$ cat src/rtl/program_loader_if.sv
// UART byte input and program-memory write bus of program_loader.
// The loader uses the master modport. The UART/RAM side uses the slave modport.
interface program_loader_if #(
    parameter int ADDR_W = 10
) ();
    logic [7:0]        i_rx_data;
    logic              i_rx_done;
    logic              o_wr_en;
    logic [ADDR_W-1:0] o_wr_addr;
    logic [15:0]       o_wr_data;

    modport master (
        input  i_rx_data, i_rx_done,
        output o_wr_en, o_wr_addr, o_wr_data
    );

    modport slave (
        output i_rx_data, i_rx_done,
        input  o_wr_en, o_wr_addr, o_wr_data
    );
endinterface

$ cat src/rtl/program_loader.sv
// Assembles UART bytes into {opcode, operand} words, writes them to program RAM and releases the CPU on HALT.
// Optional macro LOADER_CHECKSUM_EN: a trailing XOR-checksum byte must match before DONE.
module program_loader #(
    parameter int N_OP    = 5,
    parameter int N_OPRND = 11,
    parameter int ADDR_W  = 10
) (
    input  logic              i_clk,
    input  logic              i_reset,
    input  logic              i_start,
    program_loader_if.master  bus,
    output logic              o_busy,
    output logic              o_done,
    output logic              o_cpu_start,
    output logic              o_error,
    output logic [ADDR_W:0]   o_word_count
);
    localparam int                W         = N_OP + N_OPRND;
    localparam logic [N_OP-1:0]   OP_HALT   = '0;
    localparam logic [N_OP-1:0]   OP_MAX    = N_OP'(7);
    localparam logic [ADDR_W-1:0] ADDR_LAST = '1;

    typedef enum logic [2:0] {
        S_IDLE,
        S_WAIT_HI,
        S_WAIT_LO,
        S_WRITE,
`ifdef LOADER_CHECKSUM_EN
        S_CHK,
`endif
        S_DONE,
        S_ERROR
    } state_t;

    state_t            r_state;
    logic [7:0]        r_hi;
    logic [ADDR_W-1:0] r_addr;
    logic [ADDR_W:0]   r_count;
    logic              r_wr_en;
    logic [ADDR_W-1:0] r_wr_addr;
    logic [W-1:0]      r_wr_data;
    logic              r_busy;
    logic              r_done;
    logic              r_cpu_start;
    logic              r_error;
`ifdef LOADER_CHECKSUM_EN
    logic [7:0]        r_chk;
`endif

    logic [N_OP-1:0]   w_rx_op;
    logic [N_OP-1:0]   w_hi_op;

    assign w_rx_op = bus.i_rx_data[7 -: N_OP];
    assign w_hi_op = r_hi[7 -: N_OP];

    always_ff @(posedge i_clk) begin
        if (i_reset) begin
            r_state     <= S_IDLE;
            r_hi        <= '0;
            r_addr      <= '0;
            r_count     <= '0;
            r_wr_en     <= 1'b0;
            r_wr_addr   <= '0;
            r_wr_data   <= '0;
            r_busy      <= 1'b0;
            r_done      <= 1'b0;
            r_cpu_start <= 1'b0;
            r_error     <= 1'b0;
`ifdef LOADER_CHECKSUM_EN
            r_chk       <= '0;
`endif
        end else begin
            r_wr_en     <= 1'b0;
            r_cpu_start <= 1'b0;
            case (r_state)
                S_IDLE, S_DONE, S_ERROR: begin
                    if (i_start) begin
                        r_state <= S_WAIT_HI;
                        r_addr  <= '0;
                        r_count <= '0;
                        r_done  <= 1'b0;
                        r_error <= 1'b0;
                        r_busy  <= 1'b1;
`ifdef LOADER_CHECKSUM_EN
                        r_chk   <= '0;
`endif
                    end
                end
                S_WAIT_HI: begin
                    if (bus.i_rx_done) begin
                        r_hi <= bus.i_rx_data;
`ifdef LOADER_CHECKSUM_EN
                        r_chk <= r_chk ^ bus.i_rx_data;
`endif
                        // Unimplemented opcodes abort before anything reaches memory
                        if (w_rx_op > OP_MAX) begin
                            r_state <= S_ERROR;
                            r_busy  <= 1'b0;
                            r_error <= 1'b1;
                        end else begin
                            r_state <= S_WAIT_LO;
                        end
                    end
                end
                S_WAIT_LO: begin
                    if (bus.i_rx_done) begin
                        r_wr_en   <= 1'b1;
                        r_wr_addr <= r_addr;
                        r_wr_data <= {r_hi, bus.i_rx_data};
                        r_state   <= S_WRITE;
`ifdef LOADER_CHECKSUM_EN
                        r_chk     <= r_chk ^ bus.i_rx_data;
`endif
                    end
                end
                S_WRITE: begin
                    r_count <= r_count + 1'b1;
                    // Address saturates at the top; overflow ends the load instead of wrapping
                    if (r_addr != ADDR_LAST)
                        r_addr <= r_addr + 1'b1;
                    if (bus.i_rx_done) begin
                        r_state <= S_ERROR;
                        r_busy  <= 1'b0;
                        r_error <= 1'b1;
                    end else if (w_hi_op == OP_HALT) begin
`ifdef LOADER_CHECKSUM_EN
                        r_state <= S_CHK;
`else
                        r_state     <= S_DONE;
                        r_busy      <= 1'b0;
                        r_done      <= 1'b1;
                        r_cpu_start <= 1'b1;
`endif
                    end else if (r_addr == ADDR_LAST) begin
                        r_state <= S_ERROR;
                        r_busy  <= 1'b0;
                        r_error <= 1'b1;
                    end else begin
                        r_state <= S_WAIT_HI;
                    end
                end
`ifdef LOADER_CHECKSUM_EN
                S_CHK: begin
                    if (bus.i_rx_done) begin
                        r_busy <= 1'b0;
                        if (bus.i_rx_data == r_chk) begin
                            r_state     <= S_DONE;
                            r_done      <= 1'b1;
                            r_cpu_start <= 1'b1;
                        end else begin
                            r_state <= S_ERROR;
                            r_error <= 1'b1;
                        end
                    end
                end
`endif
                default: begin
                    r_state <= S_IDLE;
                    r_busy  <= 1'b0;
                end
            endcase
        end
    end

    assign bus.o_wr_en   = r_wr_en;
    assign bus.o_wr_addr = r_wr_addr;
    assign bus.o_wr_data = r_wr_data;
    assign o_busy        = r_busy;
    assign o_done        = r_done;
    assign o_cpu_start   = r_cpu_start;
    assign o_error       = r_error;
    assign o_word_count  = r_count;
endmodule
$ cat src/flat_wrapper.sv
// flat-port wrapper written by rule: the top's interface ports become plain ports
module program_loader_flat 
#(
    parameter int N_OP    = 5,
    parameter int N_OPRND = 11,
    parameter int ADDR_W  = 10
)
  (i_clk, i_reset, i_start, o_busy, o_done, o_cpu_start, o_error, o_word_count, bus_i_rx_data, bus_i_rx_done, bus_o_wr_en, bus_o_wr_addr, bus_o_wr_data);
  program_loader_if #(.ADDR_W(ADDR_W)) bus_i ();
  input  logic i_clk;
  input  logic i_reset;
  input  logic i_start;
  output logic o_busy;
  output logic o_done;
  output logic o_cpu_start;
  output logic o_error;
  output logic [ADDR_W:0] o_word_count;
  input wire logic [$bits(bus_i.i_rx_data)-1:0] bus_i_rx_data;
  input wire logic [$bits(bus_i.i_rx_done)-1:0] bus_i_rx_done;
  output wire logic [$bits(bus_i.o_wr_en)-1:0] bus_o_wr_en;
  output wire logic [$bits(bus_i.o_wr_addr)-1:0] bus_o_wr_addr;
  output wire logic [$bits(bus_i.o_wr_data)-1:0] bus_o_wr_data;
  assign bus_i.i_rx_data = bus_i_rx_data;
  assign bus_i.i_rx_done = bus_i_rx_done;
  assign bus_o_wr_en = bus_i.o_wr_en;
  assign bus_o_wr_addr = bus_i.o_wr_addr;
  assign bus_o_wr_data = bus_i.o_wr_data;
  program_loader #(.N_OP(N_OP), .N_OPRND(N_OPRND), .ADDR_W(ADDR_W)) u_core (.i_clk(i_clk), .i_reset(i_reset), .i_start(i_start), .bus(bus_i), .o_busy(o_busy), .o_done(o_done), .o_cpu_start(o_cpu_start), .o_error(o_error), .o_word_count(o_word_count));
endmodule
$ cat config.mk
export PLATFORM = sky130hd
export DESIGN_NAME = program_loader_flat
export DESIGN_NICKNAME = d
export VERILOG_FILES = /design/src/rtl/program_loader_if.sv /design/src/rtl/program_loader.sv /design/src/flat_wrapper.sv
export SDC_FILE = /design/constraint.sdc
export NUM_CORES = 1
export LEC_CHECK = 0
export CAP_MARGIN = 20
export CORE_MARGIN = 5
export CORE_UTILIZATION = 45
export DETAILED_ROUTE_END_ITERATION = 10
export GPL_ROUTABILITY_DRIVEN = 0
export GPL_TIMING_DRIVEN = 0
export PLACE_DENSITY = 0.82
export REMOVE_ABC_BUFFERS = 1
export SLEW_MARGIN = 25
export SYNTH_ARGS = -nofsm -noshare
export SYNTH_HDL_FRONTEND = slang
export SYNTH_SLANG_ARGS = --single-unit
$ cat constraint.sdc
create_clock -name i_clk -period 2.8 [get_ports i_clk]
set_clock_uncertainty 0.15 [all_clocks]
set_input_delay 0.28 -clock i_clk [delete_from_list [all_inputs] [get_ports i_clk]]
set_output_delay 0.28 -clock i_clk [all_outputs]
set_load 0.02 [all_outputs]
* After elaboration in Yosys (flattened, before gate mapping)
Index checks and enable logic that the tools add are counted.
Storage, ports and cells: register bits after elaboration 63, output and inout bits 42, word-level logic and storage cells 80
Operators by class: $add $sub $neg 2, magnitude comparators 1, equal/unequal tests 17, mux-type cells 32, bitwise logic cells 2, reductions and logical operators 15
Operators by type and width (count):
- one-hot mux 11 bit (2 select lines) | 1
- 2-to-1 mux 3 bit | 7
- 2-to-1 mux 10 bit | 2
- one-hot mux 10 bit (2 select lines) | 1
- 2-to-1 mux 1 bit | 16
- one-hot mux 3 bit (4 select lines) | 1
- adder 11 x 1 -> 11 bit, second input constant | 1
- 2-to-1 mux 11 bit | 1
- adder 10 x 1 -> 10 bit, second input constant | 1
- equality test 10 bit, second input constant | 1
- != test 10 bit, second input constant | 1
- != test 2 bit, second input constant | 4
- equality test 3 x 2 -> 1 bit, second input constant | 2
- equality test 3 bit, second input constant | 2
- != test 2 x 1 -> 1 bit, second input constant | 3
- AND reduction 2 bit | 3
- AND reduction 3 bit | 2
- AND reduction 6 bit | 1
- OR reduction 3 bit | 2
- greater-than comparator 5 x 3 -> 1 bit, second input constant | 1
- logical NOT 5 bit | 1
- AND reduction 5 bit | 1
- != test 4 x 2 -> 1 bit, second input constant | 1
- one-hot mux 1 bit (4 select lines) | 1
- 11 further kinds | 12

* Longest topological paths before layout
depth in word-level cells 5, mapped depth 7, mapped depth without buffers 5

* Worst setup path before layout
No wires, ideal clock.
path kind register -> register, start register u_core.r_addr[0], end register u_core.r_busy (netlist: u_core.o_busy), data arrival time 1.863 ns, required time 2.562 ns, path slack 0.699 ns, stages on the path, launching flop included 8, cell sequence dfxtp_1 ha_1 and4_1 buf_6 and3_4 buf_6 or4b_4 a311oi_2
Between the ends: cells in the longest elaborated chain, start to end 3
RTL lines:
- start: declaration | RTL line program_loader.sv:37 | logic [ADDR_W-1:0] r_addr;
- start signal: assignment | RTL line program_loader.sv:120 | r_addr <= r_addr + 1'b1;
- equality test 10 bit | RTL line program_loader.sv:134 | end else if (r_addr == ADDR_LAST) begin
- != test 4 x 2 -> 1 bit (no line)
- AND reduction 5 bit (no line)
- end signal: assignment | RTL line program_loader.sv:130 | r_busy <= 1'b0;
- end signal: assignment | RTL line program_loader.sv:136 | r_busy <= 1'b0;
- end signal: assignment | RTL line program_loader.sv:159 | r_busy <= 1'b0;
- end: declaration | RTL line program_loader.sv:42 | logic r_busy;
Every way passes these cells. A chain may end at the register's enable or synchronous reset.

* Final worst setup path
start register u_core.r_state[0], end register u_core.r_addr[6]
Between the ends: cells in the longest elaborated chain, start to end 4
RTL lines:
- start: declaration | RTL line program_loader.sv:35 | state_t r_state;
- start signal: assignment | RTL line program_loader.sv:58 | r_state <= S_IDLE;
- start signal: assignment | RTL line program_loader.sv:78 | r_state <= S_WAIT_HI;
- start signal: assignment | RTL line program_loader.sv:97 | r_state <= S_ERROR;
- equality test 3 bit / logical NOT 3 bit (equally long branches) | RTL line program_loader.sv:75 | case (r_state)
- OR reduction 3 bit | RTL line program_loader.sv:75
- != test 2 bit (no line) / nonzero test 2 bit (equally long branches)
- AND reduction 3 bit (no line)
Parallel ways exist; a longest one is shown, timed or not.

==> metrics.yaml <==
arrival_ns: 2.47
vias_per_cell: 5.488
drv_cap: 0
min_period_over_period: 0.8375
grt_max_degree: 35
cpPeakStageDelay_ns: 0.60
synth-async-reset-ratio: 0
whs_path_depth: 2
p_int_uw: 1547
num_vias: 2464
crit_chain: "and3b_1 > a21oi_1 > or4_1 > a21oi_1"
hp-class: "input port to flip-flop"
drc: 0
endpoint_kind: "flip-flop"
cts.path.max_buffers: 2
routedWlPerCell_um: 14.07
outcome: "finished, final reports clean"
port_buffers: 53
postSynthAreaPerCell_um2: 8.270
numCtsBuffers: 9
vdd.ir_drop.worst_mv: 0.4193
post_cts_buffers: 0
cts_resized: 0
crit_type: "flip-flop to flip-flop"
place_area_um2: 3243
clock_power_share: 0.479
cpMaxStageDelayCell: "or4_1"
syn_inst: 320
cts_tree: "built"
fp.coreArea_um2: 5816
ys.flop_type: "dfxtp_1"
path_delay_family: "simple AND/OR/NAND/NOR gates"
dr.pass1.iters: 4
drt_iter0_drc: 142
worstPathMaxFanout: 11
whs_ns: 0.2063
power.net_switching_uw: 438.2
setup_ws_ns: 0.4550
postCtsHoldBufs: 0
ys_seq_area_frac: 0.4766
initial_core_util: 0.4550
synth-edff-count: 0
r2r_cells: 4
synth_common_cells: "77 x nand2_1, 63 x dfxtp_1, 47 x a21oi_1, 17 x nor2_1, 11 x clkbuf_1"
grt_pass1_wl_um: 10650
synth_seq_cells: 63
r2r-end: "u_core.r_addr[6]$_SDFFE_PP0P_"
die_area_um2: 7514
diodes: 0
root_buffer: "clkbuf_8"
r2r_slack_ns: 0.45
slew_headroom: 0.4566
rsz0062_at_grt: "no"
worst_ep_required_time_ns: 2.93
yosysTopAreaCellShare: 0.4766
place_ws_ns: 0.4376
postLayoutCellArea_um2: 3481
drive_gt1_frac: 0.07754
h-tree-depth: 3
fmax_ghz: 0.4264
row_count: 28
drtAntennaViolNets: 0
antenna_found_initial: 0
r2r-start: "u_core.r_state[0]$_SDFFE_PP0P_"
fin_crit_ns: 2.345
routed_wl_um: 6319
synth_area_leaders: "dfxtp_1 48%, nand2_1 11%, a21oi_1 8.9%, nor2_1 2.4%, clkbuf_1 1.6%"
critPathLaunchType: "flip-flop"
syn-cell-area_um2: 2646
area_growth_pct: 31.54
ys_warn_count: 0
clock_latency_ns: 0.34
pwr-share-seq: 0.463
maxSlewViolCount: 0
p_sw_frac: 0.2208
grt_pass1_vias: 2336
grt_overflow: 0
min_to: "u_core.bus.o_wr_en$_SDFF_PP0_"
powerDensity_nw_per_um2: 570.3
critical_path_buf_inv_count: 0
finalNetCount: 383
io_pins: 54
cpMostUsedCell: "a21oi_1"
tightest_slew_ns: 0.8150
p_leak_uw: 0.001170
cts_sinks: 63
finalSetupViolations: 0
die_w_um: 86.69
fp.dieH_um: 86.69
track_usage: 0.1770
synthDistinctLibCells: 53
yosys.cell_count.top_type: "nand2_1"
hold_viol_final: 0
synth_top_cell_by_area: "dfxtp_1"
power_frac_comb: 0.057
clkSlewWorstSetupHoldPaths_ns: 0.07
hold_start: "i_reset"
dp_hpwl_um: 4336
worst max path at each step:
stage / depth (start not counted) / slack, ns / endpoint / from
5_1_grt: 4 / 0.28 / u_core.r_addr[6]$_SDFFE_PP0P_ / u_core.r_state[1]$_SDFFE_PP0P_
2_1_floorplan: 3 / -0.12 / u_core.bus.o_wr_addr[0]$_SDFFE_PP0P_ / u_core.r_state[1]$_SDFFE_PP0P_
6_report: 4 / 0.45 / u_core.r_addr[6]$_SDFFE_PP0P_ / u_core.r_state[0]$_SDFFE_PP0P_
3_5_place_dp: 5 / 0.44 / u_core.r_addr[6]$_SDFFE_PP0P_ / i_start
4_1_cts: 4 / 0.46 / u_core.r_addr[6]$_SDFFE_PP0P_ / u_core.r_state[0]$_SDFFE_PP0P_
3_3_place_gp: 4 / -1.60 / u_core.bus.o_wr_addr[3]$_SDFFE_PP0P_ / bus_i_rx_done
flip-flops by register name, summed over array words and instances, names as in the netlist:
signal and cells:
u_core.o_word_count 11, u_core.o_error 1, u_core.bus.o_wr_en 1, u_core.r_state 3
u_core.o_busy 1, u_core.bus.o_wr_data 16, u_core.bus.o_wr_addr 10, u_core.r_hi 8
u_core.o_cpu_start 1, u_core.o_done 1, u_core.r_addr 10
per-stage QoR:
step	utilization	setup TNS [ns]	total power, uW	instances
CTS	0.5985	0	1994	449
finish	0.5985	0	1985	449
floorplan	-	-3.056	992.5	300
global placement	0.5454	-45.43	1044	428
global route	0.5985	0	2050	449
detailed placement	0.5577	0	1052	433
per-layer routing:
metal | up-vias | share of wire | global-route usage
met3 | 10 | 0.041 | 0.03707
met5 | - | 0 | 0
li1 | 1232 | - | -
met1 | 1166 | 0.44 | 0.2154
met4 | 0 | 0.019 | 0.09065
met2 | 56 | 0.50 | 0.2942
final cells by class:
type / instances / area, um2
Clock inverter: 5 / 106.4
Sequential cell: 63 / 1261
Timing Repair Buffer: 58 / 586.8
Tap cell: 75 / 93.84
Clock buffer: 11 / 131.4
Multi-Input combinational cell: 233 / 1286
Inverter: 4 / 15.01
Fill cell: 513 / 2335
placed cells by master (no fill, tap or decap), types with 3 or more instances in the layout:
master and n:
buf_6 3, mux2i_1 3, or4_1 3, clkdlybuf4s50_1 52, nand4_1 6, o21ai_0 5, inv_1 4, a311oi_1 4
dfxtp_1 63, and3_1 3, nor2_1 17, nand3_1 8, a211oi_1 3, clkbuf_8 9, nand2_1 77, o31ai_1 3
nand2b_1 6, or2_2 3, bufinv_16 3, a21oi_1 47, nor3_1 3
logic make-up after synthesis:
kind of cell / Yosys count / synth area share
AOI/OAI and AO/OA: 84 / 0.1972
xor gates and xnor gates: 1 / 0.003310
adders and majority gates: 2 / 0.009455
buffers and inverters: 24 / 0.04302
DFF: 63 / 0.4766
muxes: 4 / 0.01560
and+or+nand+nor: 142 / 0.2549
power groups by stage:
| stage | registers [uW] | logic, uW | clock network (uW) |
|---|---|---|---|
| floorplan | 939 | 53.3 | 0 |
| global placement | 938 | 107 | 0 |
| detailed placement | 939 | 112 | 0 |
| CTS | 919 | 114 | 961 |
| global route | 920 | 125 | 1000 |
| finish | 920 | 114 | 951 |
(Power assumes the default switching activity.)
